===== src/rtl/fetch_queue.sv =====
// Fetch stage: owns the PC, reads the async instruction memory, and queues {pc, inst} to decode.
// Optional static backward-taken branch prediction when FETCH_QUEUE_BTFN_EN is defined.
module fetch_queue #(
  parameter int unsigned DEPTH    = 4,
  parameter logic [31:0] RESET_PC = 32'h0
) (
  input  logic                     clk,
  input  logic                     reset,
  output logic [31:0]              imem_pc,
  input  logic [31:0]              imem_inst,
  input  logic                     redirect_valid,
  input  logic [31:0]              redirect_pc,
  input  logic                     dec_ready,
  output logic                     dec_valid,
  output logic [31:0]              dec_pc,
  output logic [31:0]              dec_inst,
  output logic                     dec_pred_taken,
  output logic [$clog2(DEPTH):0]   fq_count
);

  localparam int unsigned PTR_W = $clog2(DEPTH);
  localparam logic [PTR_W:0] FULL = DEPTH[PTR_W:0];

  logic [31:0]      pc;
  logic [PTR_W-1:0] rd_ptr;
  logic [PTR_W-1:0] wr_ptr;
  logic [PTR_W:0]   count;
  logic [31:0]      pc_mem   [DEPTH];
  logic [31:0]      inst_mem [DEPTH];

  logic        pop;
  logic        push;
  logic [31:0] next_pc;

  always_comb begin
    pop  = (count != '0) & dec_ready & ~redirect_valid;
    push = ~redirect_valid & ((count != FULL) | pop);
  end

`ifdef FETCH_QUEUE_BTFN_EN
  logic        pred;
  logic        pred_mem [DEPTH];
  logic [31:0] b_imm;

  // B-type with sign bit set means a backward branch: predict taken.
  always_comb begin
    b_imm   = {{19{imem_inst[31]}}, imem_inst[31], imem_inst[7],
               imem_inst[30:25], imem_inst[11:8], 1'b0};
    pred    = (imem_inst[6:0] == 7'b1100011) & imem_inst[31];
    next_pc = pred ? (pc + b_imm) : (pc + 32'd4);
  end

  always_ff @(posedge clk or posedge reset) begin
    if (reset) begin
      for (int unsigned i = 0; i < DEPTH; i++) pred_mem[i] <= 1'b0;
    end else if (push) begin
      pred_mem[wr_ptr] <= pred;
    end
  end

  assign dec_pred_taken = pred_mem[rd_ptr];
`else
  always_comb begin
    next_pc = pc + 32'd4;
  end

  assign dec_pred_taken = 1'b0;
`endif

  always_ff @(posedge clk or posedge reset) begin
    if (reset) begin
      pc     <= RESET_PC;
      rd_ptr <= '0;
      wr_ptr <= '0;
      count  <= '0;
      for (int unsigned i = 0; i < DEPTH; i++) begin
        pc_mem[i]   <= '0;
        inst_mem[i] <= '0;
      end
    end else if (redirect_valid) begin
      pc     <= redirect_pc & ~32'h3;
      rd_ptr <= '0;
      wr_ptr <= '0;
      count  <= '0;
    end else begin
      if (push) begin
        pc_mem[wr_ptr]   <= pc;
        inst_mem[wr_ptr] <= imem_inst;
        wr_ptr           <= wr_ptr + 1'b1;
        pc               <= next_pc;
      end
      if (pop) rd_ptr <= rd_ptr + 1'b1;
      if (push && !pop)      count <= count + 1'b1;
      else if (pop && !push) count <= count - 1'b1;
    end
  end

  // Head storage drives decode directly; no path from dec_ready to dec_*.
  assign imem_pc   = pc;
  assign dec_valid = (count != '0);
  assign dec_pc    = pc_mem[rd_ptr];
  assign dec_inst  = inst_mem[rd_ptr];
  assign fq_count  = count;

endmodule


===== config.mk =====
export PLATFORM = sky130hd
export DESIGN_NAME = fetch_queue
export DESIGN_NICKNAME = d
export VERILOG_FILES = /design/src/rtl/fetch_queue.sv
export SDC_FILE = /design/constraint.sdc
export NUM_CORES = 1
export LEC_CHECK = 0
export CAP_MARGIN = 20
export CORE_MARGIN = 5
export CORE_UTILIZATION = 60
export CTS_BUF_LIST = sky130_fd_sc_hd__clkbuf_8
export CTS_CLUSTER_SIZE = 40
export DETAILED_ROUTE_END_ITERATION = 7
export HOLD_SLACK_MARGIN = 0.15
export PLACE_DENSITY = 0.88
export SLEW_MARGIN = 20
export SYNTH_ARGS = -nofsm -noshare
export SYNTH_HDL_FRONTEND = slang
export SYNTH_SLANG_ARGS = --single-unit

===== constraint.sdc =====
create_clock -name clk -period 17.1 [get_ports clk]
set_input_delay 3.42 -clock clk [delete_from_list [all_inputs] [get_ports clk]]
set_output_delay 3.42 -clock clk [all_outputs]
set_load 0.02 [all_outputs]

# Word-level counts from Yosys, hierarchy flattened
# Cells that the tools add are included.
# W data, S select, Z words.
classes:
  addsub: 5
  magnitude_cmp: 3
  eq_ne: 1
  n_mux: 19
  bitwise: 7
  n_reduce_logical: 10
ops:
  columns: ["op", "n"]
  rows:
  - ["$bwmux W128", 2]
  - ["$mux W32", 7]
  - ["$bmux W32 S2", 2]
  - ["$demux W32 S2", 1]
  - ["$add A32 B3 Y32 const B", 1]
  - ["$mux W3", 3]
  - ["$mux W2", 4]
  - ["$ge A3 B3 Y1 const B", 2]
  - ["$not A2 Y3", 2]
  - ["$reduce_bool A3 Y1", 2]
  - ["$add A2 B1 Y2 const B", 2]
  - ["$reduce_bool A2 Y1", 2]
  - ["$add A3 B1 Y3 const B", 1]
  - ["$and A1 B1 Y1", 3]
  - ["$logic_and A1 B1 Y1", 3]
  - ["$lt A3 B1 Y1 const B", 1]
  - ["$ne A3 B3 Y1 const B", 1]
  - ["$sub A3 B1 Y3 const B", 1]
  - ["$logic_not A1 Y1", 2]
  - ["$reduce_and A2 Y1", 1]
  - ["$not A1 Y1", 1]
  - ["$or A1 B1 Y1", 1]
totals:
  ff_bits: 295
  input_bits: 68
  out_inout_bits: 101
  elab_cells: 57

# Longest topological paths before layout
logic_depth:
  word_depth: 10
  ltp_mapped: 8
  depth_no_buf: 6

# Worst setup path after synthesis
# OpenSTA, ideal clock, no wires.
synth_timing:
  kind: "input port to flip-flop"
  startpoint: "input redirect_valid"
  endpoint: "register count[1], in the netlist fq_count[1]"
  setup_ns: 0.136
  arrival_time_ns: 5.046
  required_time_ns: 16.964
  path_slack_ns: 11.918
  path_stages: 8
  n_path_buf: 3
  path_cell_list: "clkbuf_1 -> clkbuf_1 -> clkbuf_1 -> nor3_1 -> fa_1 -> inv_1 -> o21ai_0 -> a21oi_1"
synth_via:
  elab_chain_cells: 7
  word_cells_on_any_way: 11
  cone_classes: "mux (2); bitwise (4); reduce/logical (5)"
synth_lines:
  columns: ["item", "line", "source"]
  rows:
  - ["from (decl)", "11", "input logic redirect_valid,"]
  - ["$not A1 Y1 (no line)", null, null]
  - ["$and A1 B1 Y1", "36", "pop = (count != '0) & dec_ready & ~redirect_valid;"]
  - ["$or A1 B1 Y1", "37", "push = ~redirect_valid & ((count != FULL) | pop);"]
  - ["$and A1 B1 Y1", "37", null]
  - ["$logic_and A1 B1 Y1 / $logic_not A1 Y1 (equally long branches)", "93, 94", null]
  - ["$mux W3 / $logic_and A1 B1 Y1 (equally long branches)", "93, 94", null]
  - ["$mux W3 / $reduce_bool A3 Y1 (equally long branches)", null, null]
  - ["to (signal assigned)", "93", "if (push && !pop) count <= count + 1'b1;"]
  - ["to (signal assigned)", "94", "else if (pop && !push) count <= count - 1'b1;"]
  - ["to (decl)", "27", "logic [PTR_W:0] count;"]
# Several ways; a longest one is shown, not always the timed one.
# A chain may end at the register's enable or synchronous reset.

# Worst setup path in the final report
layout_timing:
  startpoint: "register rd_ptr[0]"
  endpoint: "output dec_pc[31]"
layout_via:
  elab_chain_cells: 4
layout_lines:
  columns: ["item", "line", "source"]
  rows:
  - ["from (decl)", "25", "logic [PTR_W-1:0] rd_ptr;"]
  - ["from (signal assigned)", "92", "if (pop) rd_ptr <= rd_ptr + 1'b1;"]
  - ["$not A2 Y3 (implied by the code)", "101", "assign dec_pc = pc_mem[rd_ptr];"]
  - ["$bmux W32 S2", "101", null]
  - ["$mux W32 (implied by the code) (2 in a row)", "101", null]
  - ["to (decl)", "15", "output logic [31:0] dec_pc,"]
# Every way passes these cells. The select of a mux whose other input is x is not followed.

==> flow_summary.ini <==
[sta]
slew_viol_final = 0
setup_viol = 0
max_freq_ghz = 0.150
skew_ns = 0.0240
finalSetupTns_ns = 0
period_minus_slack_ns = 6.65
hold_viol_final = 0
rsz0062_at_grt = false
relSlewSlack_pct = 27.4
finalCritPeriodShare_pct = 38.9
tightest_slew_ns = 1.09

[floorplan]
die_h_um = 157
ios = 169
die_w_um = 157
die_area_mm2 = 0.0248
core_area_mm2 = 0.0216
initial_core_util_pct = 60.3
fp-row-count = 54

[yosys]
yosys.area.top_type_share_pct = 54.7
synth_area_leaders = dfrtp_1 55%, mux2_2 21%, mux4_2 11%
ys_seq_elements = 285
postSynthCellCount = 887
async_flop_share_pct = 100
yosys.area.top_type = dfrtp_1
yosysWarnings = 0
ys_seq_area_share_pct = 54.7
synth_area_mm2 = 0.0130
ys_types = 50
synth_flop_cell = dfrtp_1
synth_edf_count = 0
avgSynthCellArea_um2 = 14.7

[cts]
cts.repair.resized = 0
cts_sinks = 285
clock-root-buffer = clkbuf_8
path_clk_slew_ns = 0.06
worstSkewPairLatency_ns = 0.55
post-cts-setup-buffers = 0
cts_buffers = 46
cts_max_level = 2
clockBufferDepth = 3
cts_tree = yes
hold_buffers = 0

[cells_and_area]
area_growth_pct = 20.2
n_antenna_cell = 0
fin_area_mm2 = 0.0157
nNetsFinal = 1107
layout_commonest_cell = dfrtp_1
final_cells = 1346
layout_common_cells = 283 x dfrtp_1, 248 x mux2_2, 161 x clkdlybuf4s50_1
drive_above_1_share_pct = 36.5

[global_routing]
grtUsageMet3_pct = 5.06
grt_use_total_pct = 24.1
use_met2_pct = 39.0
grt_pass1_wl_um = 47400
overflow = 0
grt_pass1_vias = 8883
grt_use_met1_pct = 33.4
grt-busiest-layer = met2
antenna_found_initial = 0
grt_max_degree = 130

[routing]
drtPass1Iterations = 6
antenna_left = 0
drc = 0
wl_per_cell_um = 21.3
vias = 8226
dr.first_iter.drc_count = 522
routed_wl_um = 28700
via_per_inst = 6.11

[power_and_ir_drop]
ir_drop_uv = 109
p_leak_nw = 6.29
power_density_mw_per_mm2 = 185
finalPower_mw = 2.90

[placement]
post_dp_cell_area_mm2 = 0.0147
gp_congestion = 0.834
dp_hpwl_um = 17300
port_buffers = 161
dp.cells = 1265

[job]
maxCapViolCount = 0

[setup_path]
cp-start-kind = register
crit_start = rd_ptr[0]
critPathKind = reg -> out
r2r_end = inst_mem[9]
worstPathMaxFanout = 42
cp.arrival_ns = 3.23
required_ns = 13.68
reg2regPathDepth = 4
r2r_setup_slack_ns = 14.70
crit_path_end = dec_pc[31]
rr_startpoint = fq_count[2]
critPathCaptureType = primary output

[outcome]
status = finished clean

[worst_hold_path]
hp-class = reg -> reg
==> layout make-up <==
type                            count  area (um^2)
Multi-Input combinational cell    522         5550
Tap cell                          280          350
Sequential cell                   285         7140
Timing Repair Buffer              165         1650
Inverter                           13         56.3
Fill cell                        1428         5950
Clock inverter                     25          154
Clock buffer                       56          771
==> where the power goes <==
| part | leakage, nW | internal, mW | switching, mW |
|---|---|---|---|
| sequential | 3.37 | 0.983 | 0.200 |
| combinational | 2.37 | 0.664 | 0.468 |
| clock | 0.544 | 0.325 | 0.256 |
| total | 6.29 | 1.97 | 0.924 |
==> cells by family (layout without fill, tap and decap cells) <==
logic type / count (synthesis) / count (layout) / share of synthesized area, %
buf+inv: 84 / 259 / 2.93
mux: 312 / 312 / 32.3
other cells: 1 / 5 / 0.0288
simple gates: 123 / 123 / 5.36
xor+xnor: 10 / 10 / 0.672
fa+ha+maj: 6 / 6 / 0.633
flops: 285 / 285 / 54.7
compound gates: 66 / 66 / 3.40
==> flip-flops by register name, indices dropped and copies added (netlist names) <==
register,cells
fq_count,3
imem_pc,30
inst_mem,128
pc_mem,120
rd_ptr,2
wr_ptr,2
==> per-layer routing <==
layer  wire (um)  vias up
met5           0        -
met4         614        0
met3        1760       48
met2       14300      264
met1       12000     4322
li1            -     3592
==> metrics by stage <==
| stage | worst slack, ns | util, % | hold WS (ns) |
|---|---|---|---|
| 3_3_place_gp | 10.94 | 68.2 | 0.484 |
| 6_report | 10.45 | 72.5 | 0.499 |
| 2_1_floorplan | 5.82 | - | 0.475 |
| 4_1_cts | 10.36 | 72.4 | 0.503 |
| 3_5_place_dp | 10.94 | 68.2 | 0.490 |
| 5_1_grt | 10.24 | 72.5 | 0.517 |
==> critical path, cell delays in order (launching register included) <==
cell and delay, ns:
dfrtp_4 0.72, buf_4 0.74, mux4_2 0.59, clkdlybuf4s50_1 0.63
==> cell usage after synthesis, types with 3 or more instances <==
cell type	instances
dfrtp_1	285
mux2_2	248
mux4_2	62
buf_2	36
nor2_1	26
nand2_1	24
clkbuf_1	20
a31oi_1	17
or4_1	17
nand3_1	13
o31ai_1	13
inv_1	12
o21ai_0	12
buf_1	8
nand4_1	8
and2_1	6
o211ai_1	6
buf_4	5
ha_1	5
or3_1	5
xnor2_1	5
xor2_1	5
and3_1	4
and4_1	4
nor2b_1	4
a21oi_1	3
a22oi_1	3
==> worst min-delay path by stage <==
stage	from	end	slack [ns]	cells after the start
2_1_floorplan	inst_mem[44]	inst_mem[44]	0.48	1
3_3_place_gp	inst_mem[26]	inst_mem[26]	0.48	1
3_5_place_dp	pc_mem[38]	pc_mem[38]	0.49	1
6_report	pc_mem[14]	pc_mem[14]	0.50	1
4_1_cts	pc_mem[38]	pc_mem[38]	0.50	1
5_1_grt	pc_mem[27]	pc_mem[27]	0.52	1
(Power assumes the default switching activity.)
